`config.mk`:
```
export PLATFORM = sky130hd
export DESIGN_NAME = alu_arbiter
export DESIGN_NICKNAME = d
export VERILOG_FILES = /design/src/rtl/mips_pkg.sv /design/src/rtl/alu_rr_grant.sv /design/src/rtl/alu_arbiter.sv
export SDC_FILE = /design/constraint.sdc
export NUM_CORES = 1
export LEC_CHECK = 0
export ABC_AREA = 1
export BUFFER_PORTS_ARGS = -buffer_cell sky130_fd_sc_hd__buf_4
export CAP_MARGIN = 10
export CORE_UTILIZATION = 32
export CTS_CLUSTER_SIZE = 16
export DETAILED_ROUTE_END_ITERATION = 10
export PLACE_DENSITY = 0.67
export SLEW_MARGIN = 5
export SYNTH_ARGS = -nofsm -noshare
export SYNTH_HDL_FRONTEND = slang
export SYNTH_HIERARCHICAL = 1
export SYNTH_SLANG_ARGS = --single-unit
```
`constraint.sdc`:
```
create_clock -name clk -period 1.7 [get_ports clk]
set_input_delay 0.085 -clock clk [delete_from_list [all_inputs] [get_ports clk]]
set_output_delay 0.085 -clock clk [all_outputs]
set_load 0.05 [all_outputs]
```
`src/rtl/mips_pkg.sv`:
```
// mips_pkg: ALU control codes and arbiter FSM state type shared by the ALU arbiter.
package mips_pkg;

    localparam logic [2:0] ALU_AND = 3'b000;
    localparam logic [2:0] ALU_OR  = 3'b001;
    localparam logic [2:0] ALU_ADD = 3'b010;
    localparam logic [2:0] ALU_NOP = 3'b100;
    localparam logic [2:0] ALU_SUB = 3'b110;
    localparam logic [2:0] ALU_SLT = 3'b111;

    typedef enum logic [1:0] {
        IDLE = 2'd0,
        EXEC = 2'd1,
        RESP = 2'd2
    } state_t;

endpackage

```
`src/rtl/alu_rr_grant.sv`:
```
// alu_rr_grant: 2-way combinational grant; round-robin on last grant, or fixed
// priority to requester 0 when ALU_ARB_FIXED_PRIO_EN is defined.
module alu_rr_grant (
`ifndef ALU_ARB_FIXED_PRIO_EN
    input  logic last,
`endif
    input  logic v0,
    input  logic v1,
    output logic g0,
    output logic g1
);

    always_comb begin
`ifdef ALU_ARB_FIXED_PRIO_EN
        g0 = v0;
`else
        // on a tie, requester 0 wins only if requester 1 was granted last
        g0 = v0 & (~v1 | last);
`endif
        g1 = v1 & ~g0;
    end

endmodule

```
`src/rtl/alu_arbiter.sv`:
```
// alu_arbiter: shares one external ALU between two requesters (IDLE/EXEC/RESP).
// ALU_ARB_FIXED_PRIO_EN selects fixed priority instead of round-robin.
module alu_arbiter
    import mips_pkg::*;
#(
    parameter int WIDTH = 32
) (
    input  logic             clk,
    input  logic             reset,
    input  logic             req0_valid,
    input  logic             req1_valid,
    output logic             req0_ready,
    output logic             req1_ready,
    input  logic [WIDTH-1:0] req0_a,
    input  logic [WIDTH-1:0] req0_b,
    input  logic [WIDTH-1:0] req1_a,
    input  logic [WIDTH-1:0] req1_b,
    input  logic [2:0]       req0_op,
    input  logic [2:0]       req1_op,
    output logic [WIDTH-1:0] alu_a,
    output logic [WIDTH-1:0] alu_b,
    output logic [2:0]       alu_ctrl,
    input  logic [WIDTH-1:0] alu_y,
    input  logic             alu_zero,
    output logic             rsp_valid,
    input  logic             rsp_ready,
    output logic             rsp_id,
    output logic [WIDTH-1:0] rsp_y,
    output logic             rsp_zero
);

    state_t           state, next;
    logic [WIDTH-1:0] op_a, op_b;
    logic [2:0]       op_code;
    logic             g0, g1;

`ifndef ALU_ARB_FIXED_PRIO_EN
    logic last;
`endif

    alu_rr_grant u_grant (
`ifndef ALU_ARB_FIXED_PRIO_EN
        .last (last),
`endif
        .v0   (req0_valid),
        .v1   (req1_valid),
        .g0   (g0),
        .g1   (g1)
    );

    always_ff @(posedge clk) begin
        if (reset)
            state <= IDLE;
        else
            state <= next;
    end

    always_comb begin
        next = state == IDLE ? ((g0 | g1) ? EXEC : IDLE) :
               state == EXEC ? RESP :
               rsp_ready     ? IDLE : RESP;
    end

    always_comb begin
        req0_ready = ~reset & (state == IDLE) & g0;
        req1_ready = ~reset & (state == IDLE) & g1;
        rsp_valid  = ~reset & (state == RESP);
    end

    always_ff @(posedge clk) begin
        if (reset) begin
            op_a     <= '0;
            op_b     <= '0;
            op_code  <= '0;
            rsp_id   <= 1'b0;
            rsp_y    <= '0;
            rsp_zero <= 1'b0;
`ifndef ALU_ARB_FIXED_PRIO_EN
            last     <= 1'b1;
`endif
        end else begin
            if (state == IDLE && (g0 | g1)) begin
                op_a    <= g1 ? req1_a : req0_a;
                op_b    <= g1 ? req1_b : req0_b;
                op_code <= g1 ? req1_op : req0_op;
                rsp_id  <= g1;
`ifndef ALU_ARB_FIXED_PRIO_EN
                last    <= g1;
`endif
            end
            if (state == EXEC) begin
                rsp_y    <= alu_y;
                rsp_zero <= alu_zero;
            end
        end
    end

    assign alu_a    = op_a;
    assign alu_b    = op_b;
    assign alu_ctrl = op_code;

endmodule

```
Word-level counts from Yosys, hierarchy flattened:

Index checks and enable logic that the tools add are counted.
W data, S select, Z words.

* output and inout port bits: 104
* register bits: 104

* equality and inequality tests: 2
* reductions and logical operators: 2
* bitwise operators: 11
* multiplexer cells: 7

Operators with widths (count)
* $mux W32: 2
* $and A1 B1 Y1: 6
* $mux W2: 3
* $mux W3: 1
* $not A1 Y1: 3
* $eq A2 B1 Y1 const B: 1
* $eq A2 B2 Y1 const B: 1
* $logic_not A2 Y1: 1
* $or A1 B1 Y1: 2
* $logic_and A1 B1 Y1: 1
* $mux W1: 1

Longest topological paths before layout:

Gate-level depths: netlist of the first run.

* word-level depth: 8
* gate-level depth with buffers: 10
* mapped depth without buffers: 8

Modules after synthesis:

The synthesis of the first run kept the hierarchy.

Modules (own cells, without submodules)
* alu_arbiter: cells an instance 806, sequential area each 2082.0 µm², area each 4887.2 µm², times used 1
* alu_rr_grant: cells an instance 4, sequential area each 0.0 µm², area each 27.5 µm², times used 1

Least setup slack after synthesis of the first run:

Ideal clock, no wire load.

* kind: flip-flop to output port
* start: register last
* end: output port req1_ready
* path buffers: 3
* data required time: 1615 ps
* data arrival time: 1585 ps
* stages on the path, launching flop included: 7
* setup slack: 30 ps
* cell sequence: dfxtp_1 -> a21boi_2 -> buf_2 -> inv_4 -> buf_4 -> buf_4 -> nor2_1

* cells in the longest elaborated chain, start to end: 5

RTL lines
* start: declaration: RTL line alu_arbiter.sv:38 `logic last;`
* start signal: assignment: RTL line alu_arbiter.sv:88 `last <= g1;`
* $or A1 B1 Y1: RTL line alu_rr_grant.sv:18 `g0 = v0 & (~v1 | last);`
* $and A1 B1 Y1: RTL line alu_rr_grant.sv:18
* $not A1 Y1: RTL line alu_rr_grant.sv:20 `g1 = v1 & ~g0;`
* $and A1 B1 Y1: RTL line alu_rr_grant.sv:20
* named net g1: RTL line alu_arbiter.sv:35 `logic g0, g1;`
* $and A1 B1 Y1: RTL line alu_arbiter.sv:66 `req1_ready = ~reset & (state == IDLE) & g1;`
* end: declaration: RTL line alu_arbiter.sv:13 `output logic req1_ready,`

The timed path passes the listed nets, and every way through them passes these cells.

Final worst setup path of the first run:

* start: input port reset
* end: output port req0_ready

* cells in the longest elaborated chain, start to end: 3

RTL lines
* start: declaration: RTL line alu_arbiter.sv:9 `input logic reset,`
* $not A1 Y1: RTL line alu_arbiter.sv:65 `req0_ready = ~reset & (state == IDLE) & g0;`
* $and A1 B1 Y1 (2 in a row): RTL line alu_arbiter.sv:65
* end: declaration: RTL line alu_arbiter.sv:12 `output logic req0_ready,`

No other way between the ends.

==> impl_metrics.yaml, run 1 <==
status:
  status: "complete, no violations"
cts:
  cts_setup_buffers: 0
  cts_tree: "built"
  cts.sinks: 104
  clk_path_buf_depth: 2
  cts_made_buffers: 9
  clock_latency_ns: 0.35
  clkTransAtPathRegs_ns: 0.07
  cts-root-buf: "clkbuf_16"
  htree_levels: 3
logic_synthesis:
  netlist_area_mm2: 0.00491
  ys_types: 19
  seq_area_frac_synth_pct: 42.4
  synthCells: 810
  synth_warnings: 6
  mappedNetlistNets: 982
  syn_avg_cell_area_um2: 6.07
  synth-seq-cells: 104
sta:
  maxSlewHeadroom_pct: 72.7
  fin_tns_setup_ns: 0
  finalCritPeriodShare_pct: 93.1
  hold_violations: 0
  max_freq_mhz: 632
  rsz0062_at_grt: "no"
  worst_pin_slew_ns: 0.410
  min_period_ns: 1.58
  slew_violations: 0
  clock_skew_ns: 0.0103
  setup_viol: 0
  holdWs_ns: 0.0201
setup_path:
  startpoint_type: "input pin"
  cp.arrival_ns: 1.50
  reg2reg_depth: 8
  worstPathRequired_ns: 1.62
  endpoint_kind: "output pin"
  cpPeakStageDelay_ns: 0.53
  path_cells: "dlygate4sd3_1 -> buf_4 -> clkinv_2 -> nand2_1 -> nor2_1 -> buf_4"
  crit_fanout: 17
  crit_top_cell: "buf_4"
  slowest_stage: "dlygate4sd3_1"
  path_class: "input pin to output pin"
drt:
  ant_nets: 0
  dr_total_vias: 5474
  drt_pass1_iterations: 4
  routed_via_density: 4.28
  drt_iter0_drc: 215
  totalWireLength_um: 14900
  route.detailed.drc: 0
  routedWlPerCell_um: 11.6
job:
  drv_cap: 0
finish:
  fillerInstances: 1521
  drive_gt1_share_pct: 28.2
  final_nets: 1262
  diodes: 0
  final_area_mm2: 0.00768
  area_delta_synth_final_pct: 56.4
global_routing:
  grt_start_max_net_pins: 70
  track_usage_pct: 18.5
  grt_pass1_wl_um: 23500
  grt_overflow: 0
  antenna_found_initial: 0
  first_global_vias: 4986
worst_hold_path:
  hp-class: "input pin to flop"
  hold-path-cell-count: 3
placed_design:
  dpl.hpwl_um: 10500
  placed_cell_area_mm2: 0.00707
  io_buffer_count: 275
  globalplace.congestion: 0.748
power_and_ir_drop:
  p_per_area_mw_per_mm2: 1110
  p_leak_nw: 4.27
  ir_worst_vdd_mv: 0.884
floorplanning:
  die_w_um: 126
  ios: 276
  num_rows: 44
  core_area_mm2: 0.0148
  die-area_mm2: 0.0159
  die-height_um: 126
  initial_utilization_pct: 33.3
power breakdown:
group	leakage (nW)	internal (mW)	total, mW	switching [mW]
Sequential	0.860	2.78	2.96	0.179
Combinational	3.25	1.15	3.40	2.25
Clock	0.150	1.18	2.19	1.01
worst max-delay path: cells and delay by family:
kind                   cells  cell delay [ns]
buffers and inverters      4             1.09
AND/OR/NAND/NOR            2             0.31
final cells by class:
| type | instances | area [um^2] | share of cell area, % |
|---|---|---|---|
| clock buffers | 9 | 225 | 2.93 |
| well taps | 184 | 230 | 3.00 |
| clock inverters | 7 | 86.3 | 1.12 |
| flip-flops and latches | 104 | 2080 | 27.1 |
| repair buffers | 316 | 2500 | 32.5 |
| multi-input cells | 585 | 2280 | 29.6 |
| inverters | 74 | 282 | 3.66 |
kinds of logic (layout without fill, tap and decap cells):
logic type      after synthesis  in the layout  synth area share [%]
flops                       104            104                  42.4
compound gates               38             38                  4.12
buf+inv                     121            406                  11.6
simple gates                547            547                  41.9
final timing paths:
kind	startpoint	endpoint	slack [ns]
min reg2reg	rsp_id	rsp_id	0.48
min	alu_y[6]	rsp_y[6]	0.02
max	reset	req0_ready	0.12
max reg2reg	last	alu_b[12]	0.21
layout by cell type, fill, tap and decap left out, types with 4 or more instances in the layout:
cell type,n
dfxtp_1,104
buf_4,281
buf_12,4
inv_1,72
nand2_1,340
clkbuf_16,9
dlygate4sd3_1,30
o21ai_0,33
nor2_1,202
through the flow:
step / worst slack, ns / instances / utilization, % / power [mW]
detailed placement: 0.211 / 1233 / 47.9 / 6.37
floorplan: 0.0298 / 810 / - / 5.32
CTS: 0.0288 / 1279 / 52.0 / 8.65
global route: 0.00737 / 1279 / 52.1 / 9.06
global placement: 0.261 / 1233 / 47.9 / 6.35
finish: 0.117 / 1279 / 52.1 / 8.55
cells in the mapped netlist, drive strengths merged:
master	number	area share [%]
nand2	341	26
nor2	204	16
dfxtp	104	42
inv	74	5.7
o21ai	34	3.5
buf	31	4.7
clkbuf	16	1.2
a21oi	2	0.28
a211oi	1	0.15
a21boi	1	0.23
nand3	1	0.10
nor3	1	0.10
metal layers:
| metal | vias to the layer above | share of wire (%) | track usage [%] |
|---|---|---|---|
| li1 | 2927 | - | - |
| met5 | - | 0 | 0 |
| met1 | 2340 | 42 | 20.4 |
| met2 | 190 | 47 | 32.8 |
| met4 | 0 | 1.6 | 6.24 |
| met3 | 17 | 9.2 | 6.80 |
state kept, by name (all words and copies together) (netlist names):
| name | flops |
|---|---|
| alu_ctrl | 3 |
| rsp_id | 1 |
| rsp_zero | 1 |
| rsp_y | 32 |
| alu_b | 32 |
| last | 1 |
| state | 2 |
| alu_a | 32 |
what timing repair did:
| action | in CTS | in global routing |
|---|---|---|
| resized for setup | 0 | 3 |
| hold buffers | 30 | 0 |
| endpoints found under the hold margin | 30 | 0 |
| endpoints found under the setup margin | 0 | 2 |
(Power assumes the default switching activity.)
==> inputs of run 2 (changes only) <==
Settings changed: CELL_PAD_IN_SITES_DETAIL_PLACEMENT set to 1, CELL_PAD_IN_SITES_GLOBAL_PLACEMENT set to 1, CORE_UTILIZATION 32 to 29, PLACE_DENSITY 0.67 to 0.87.
==> impl_metrics.yaml, run 2 (synthesis gave the netlist of run 1 again) <==
floorplanning:
  die-height_um: 132
  num_rows: 47
  die-area_mm2: 0.0175
  die_w_um: 132
  ios: 276
  initial_utilization_pct: 29.6
  core_area_mm2: 0.0166
drt:
  dr_total_vias: 5852
  route.detailed.drc: 0
  routed_via_density: 4.44
  drt_iter0_drc: 184
  ant_nets: 0
  routedWlPerCell_um: 14.0
  drt_pass1_iterations: 4
  totalWireLength_um: 18500
finish:
  stdcell_count: 1318
  area_delta_synth_final_pct: 58.0
  final_area_mm2: 0.00777
  drive_gt1_share_pct: 28.3
  final_nets: 1265
  final_common_cell: "nand2_1"
  final_cell_mix: "nand2_1 (340), buf_4 (282), nor2_1 (202)"
  diodes: 0
setup_path:
  path_class: "flop to output pin"
  endpoint_kind: "output pin"
  r2r-end: "alu_b[2]"
  crit_end: "req1_ready"
  cpPeakStageDelay_ns: 0.35
  worstPathRequired_ns: 1.62
  cp_top_family: "buffers and inverters"
  reg2reg_depth: 9
  critPathBufInv: 3
  cp.depth: 5
  crit_fanout: 54
  reg2reg_slack_ns: 0.26
  rr_startpoint: "last"
  cp.arrival_ns: 1.46
  path_cells: "a21boi_4 -> inv_4 -> buf_12 -> nor2_2 -> buf_6"
  slowest_stage: "dfxtp_1"
  startpoint: "last"
  startpoint_type: "flop"
global_routing:
  grt_start_max_net_pins: 56
  antenna_found_initial: 0
  first_global_vias: 5897
  grt_overflow: 0
  track_usage_pct: 20.9
  grt_pass1_wl_um: 29200
sta:
  slew_violations: 0
  finalCritPeriodShare_pct: 91.1
  clock_skew_ns: 0.00729
  min_period_ns: 1.55
  max_freq_mhz: 646
  setup_viol: 0
  hold_violations: 0
  fin_tns_setup_ns: 0
  maxSlewHeadroom_pct: 72.8
  worst_pin_slew_ns: 0.407
  rsz0062_at_grt: "no"
placed_design:
  globalplace.congestion: 0.796
  io_buffer_count: 275
  placed_cell_area_mm2: 0.00714
  dp_cells: 1271
  dpl.hpwl_um: 12400
cts:
  clkTransAtPathRegs_ns: 0.08
  htree_levels: 3
  cts-root-buf: "clkbuf_16"
  clock_latency_ns: 0.34
  cts_made_buffers: 9
  cts.sinks: 104
  clk_path_buf_depth: 2
  cts_setup_buffers: 0
  cts_tree: "built"
power_and_ir_drop:
  p_leak_nw: 4.29
  p_seq_share_pct: 34.2
  p_per_area_mw_per_mm2: 1120
  combPwrFrac_pct: 40.3
  p_int_mw: 5.16
  switching_share_pct: 40.7
  power.share.clock_pct: 25.5
  power.switching_mw: 3.54
  ir_worst_vdd_mv: 0.494
worst_hold_path:
  hp-class: "input pin to flop"
job:
  drv_cap: 0
status:
  status: "complete, no violations"
## run 2: cell count changes in the layout (fill, tap and decap cells not counted), sizes merged
cell	previous run	this run
clkinv	2	3
inv	77	76
buf	286	288
clkinvlp	1	0
dlygate4sd3	30	31
clkbuf	9	10
## run 2: cell type report
| cell class | count | area, um^2 |
|---|---|---|
| fill | 2200 | 8820 |
| timing repair buffer | 319 | 2540 |
| multi-input combinational | 585 | 2280 |
| sequential | 104 | 2080 |
| inverter | 74 | 282 |
| tap | 220 | 275 |
| clock buffer | 10 | 239 |
| clock inverter | 6 | 72.6 |
## run 2: how the worst min path moves through the flow
| stage | cells past startpoint | to | start | slack, ns |
|---|---|---|---|---|
| global route | 3 | rsp_y[23] | alu_y[23] | 0.06 |
| floorplan | 1 | state[0] | reset | 0.16 |
| global placement | 2 | state[1] | rsp_ready | 0.27 |
| CTS | 3 | rsp_y[23] | alu_y[23] | 0.009 |
| finish | 3 | rsp_y[22] | alu_y[22] | 0.06 |
| detailed placement | 2 | state[1] | rsp_ready | 0.28 |
## run 2: tightest hold or removal path: stages
cell and delay (ns):
buf_4 0.07, o21ai_0 0.09, nor2_1 0.12
## run 2: timing repair
item                                   CTS  global route
setup endpoints to repair                0             1
endpoints found under the hold margin   31             0
hold buffers                            31             0
resized for setup                        0             3
## run 2: routing by layer
metal / vias up / share of wire, % / track usage [%]
li1: 2933 / - / -
met1: 2680 / 39 / 22.4
met2: 204 / 50 / 38.0
met3: 35 / 8.0 / 6.46
met4: 0 / 2.8 / 8.11
met5: - / 0 / 0
## run 2: power groups by stage
stage / combinational, mW / sequential (mW) / clock, mW
4_1_cts: 3.50 / 2.97 / 2.30
3_3_place_gp: 3.37 / 3.01 / 0
2_1_floorplan: 1.15 / 4.17 / 0
3_5_place_dp: 3.43 / 3.03 / 0
5_1_grt: 3.79 / 3.02 / 2.38
6_report: 3.50 / 2.98 / 2.22
## run 2: stage by stage
step / worst slack, ns / power (mW) / util [%] / hold slack, ns
6_report: 0.151 / 8.70 / 46.8 / 0.0576
5_1_grt: 0.0308 / 9.20 / 46.8 / 0.0620
4_1_cts: 0.0301 / 8.77 / 46.8 / 0.00851
3_5_place_dp: 0.262 / 6.46 / 43.0 / 0.279
3_3_place_gp: 0.314 / 6.38 / 43.0 / 0.270
2_1_floorplan: 0.0298 / 5.32 / - / 0.157
==> inputs of run 3 (changes only) <==
Settings changed: ABC_AREA 1 to not set, CORE_UTILIZATION 29 to 30, PLACE_DENSITY 0.87 to 0.85.
==> impl_metrics.yaml, run 3 <==
cts:
  clk_path_buf_depth: 2
  cts.sinks: 104
  cts_tree: "built"
  cts_made_buffers: 9
  clkTransAtPathRegs_ns: 0.06
  htree_levels: 3
  cts-root-buf: "clkbuf_16"
  clock_latency_ns: 0.34
sta:
  clock_skew_ns: 0.00789
  finalCritPeriodShare_pct: 95.1
  worst_pin_slew_ns: 0.754
  setup_viol: 0
  fin_tns_setup_ns: 0
  rsz0062_at_grt: "no"
  finalWorstSetupSlack_ns: 0.0841
  max_freq_mhz: 619
  hold_violations: 0
  min_period_ns: 1.62
  holdWs_ns: 0.0176
  slew_violations: 0
  maxSlewHeadroom_pct: 49.7
drt:
  route.detailed.drc: 0
  dr_total_vias: 4810
  totalWireLength_um: 18000
  drt_pass1_iterations: 4
  routedWlPerCell_um: 19.1
  drt_iter0_drc: 145
  routed_via_density: 5.12
  ant_nets: 0
setup_path:
  reg2reg_slack_ns: 0.11
  startpoint_type: "flop"
  cp.arrival_ns: 1.53
  crit_fanout: 18
  endpoint_kind: "output pin"
  path_class: "flop to output pin"
  worstPathRequired_ns: 1.62
floorplanning:
  initial_utilization_pct: 30.9
  die-area_mm2: 0.0155
  num_rows: 44
  die-height_um: 125
  core_area_mm2: 0.0146
  ios: 276
  die_w_um: 125
global_routing:
  antenna_found_initial: 0
  first_global_vias: 5328
  track_usage_pct: 22.8
  grt_pass1_wl_um: 27800
  grt_start_max_net_pins: 71
  grt_overflow: 0
finish:
  final_common_cell: "buf_4"
  post-route-util_pct: 50.8
  area_delta_synth_final_pct: 64.4
  final_nets: 923
  drive_gt1_share_pct: 44.9
  final_cell_mix: "buf_4 (280), dfxtp_1 (103), a21oi_1 (100)"
  diodes: 0
logic_synthesis:
  synthCells: 474
  async_flop_share_pct: 0
  mappedNetlistNets: 646
  synth_warnings: 6
  ys_types: 22
  netlist_area_mm2: 0.00450
  ys_dominant_reg_cell: "dfxtp_1"
  synth_area_leaders: "dfxtp_1 (46%), mux2i_1 (15%), a21oi_1 (11%), a211oi_2 (8.3%), a211oi_1 (6.3%)"
  synth-edff-count: 0
  seq_area_frac_synth_pct: 46.2
  synth_top_cell_by_area: "dfxtp_1"
  syn_avg_cell_area_um2: 9.50
  synth_most_common_cell: "dfxtp_1"
  synth-seq-cells: 104
  netlist_top_cells_count: "dfxtp_1 (104), a21oi_1 (100), mux2i_1 (67), nand2_1 (67)"
  synth_top_area_share_pct: 46.2
power_and_ir_drop:
  p_leak_nw: 3.25
  p_total_mw: 8.33
  ir_worst_vdd_mv: 0.496
  p_per_area_mw_per_mm2: 1130
job:
  drv_cap: 0
placed_design:
  dpl.hpwl_um: 12000
  io_buffer_count: 275
  preCtsSetupSlack_ns: -0.251
  globalplace.congestion: 0.830
status:
  status: "complete, no violations"
worst_hold_path:
  hp-class: "input pin to flop"
-- run 3: cell types whose count changed after synthesis, moves of 33 or more --
cell      before  now
o21ai_0       33    0
mux2i_1        0   67
nor2_1       203    1
inv_1         73    2
a211oi_1       1   38
nand2_1      340   67
a21oi_1        1  100
-- run 3: final timing paths --
check | from | endpoint | cells past startpoint
worst min register to register | rsp_y[5] | rsp_y[5] | 2
worst max-delay path | last | req1_ready | 4
worst max register to register | last | alu_a[13] | 5
worst min-delay path | alu_y[2] | rsp_y[2] | 3
-- run 3: cell families (layout without fill, tap and decap cells) --
kind of cell	Yosys count	after routing	synth area share [%]
flip-flops	104	104	46.2
buffers and inverters	53	333	5.31
AO/OA/AOI/OAI	172	172	26.5
multiplexers	67	67	14.9
AND/OR/NAND/NOR	78	79	7.06
-- run 3: area by class of cell --
| type | instances | area (um^2) |
|---|---|---|
| clock buffers | 13 | 260 |
| fillers | 1643 | 7180 |
| repair buffers | 316 | 2560 |
| multi-input cells | 318 | 2220 |
| inverters | 2 | 7.51 |
| well taps | 184 | 230 |
| flip-flops and latches | 104 | 2080 |
| clock inverters | 2 | 38.8 |
-- run 3: where the power goes --
group          switching (mW)  internal [mW]
Clock                   0.890           1.22
Sequential              0.197           2.75
Combinational            2.09           1.18
Total                    3.18           5.16
-- run 3: worst max-delay path: stages, from the launching register on --
cell and delay, ns:
dfxtp_2 0.34, a21boi_4 0.22, buf_16 0.22, and2_1 0.19, buf_4 0.22
-- run 3: layer usage --
layer,vias to the layer above,GRT usage [%],wire length [um]
met2,218,42.2,9440
met3,71,5.15,918
li1,2255,-,-
met1,2266,23.1,6660
met4,0,13.8,960
met5,-,0,0
-- run 3: repair_timing --
action,4_1_cts,5_1_grt
buffers inserted,0,1
hold endpoints to repair,28,0
gates resized for setup,4,6
hold buffers,28,0
cloned,4,0
setup endpoints to repair,68,29
pin swaps,0,1
-- run 3: per-stage QoR --
step | instances | instance area [um^2]
2_1_floorplan | 474 | 4500
3_3_place_gp | 891 | 6700
3_5_place_dp | 891 | 6700
4_1_cts | 938 | 7390
5_1_grt | 939 | 7400
6_report | 939 | 7400
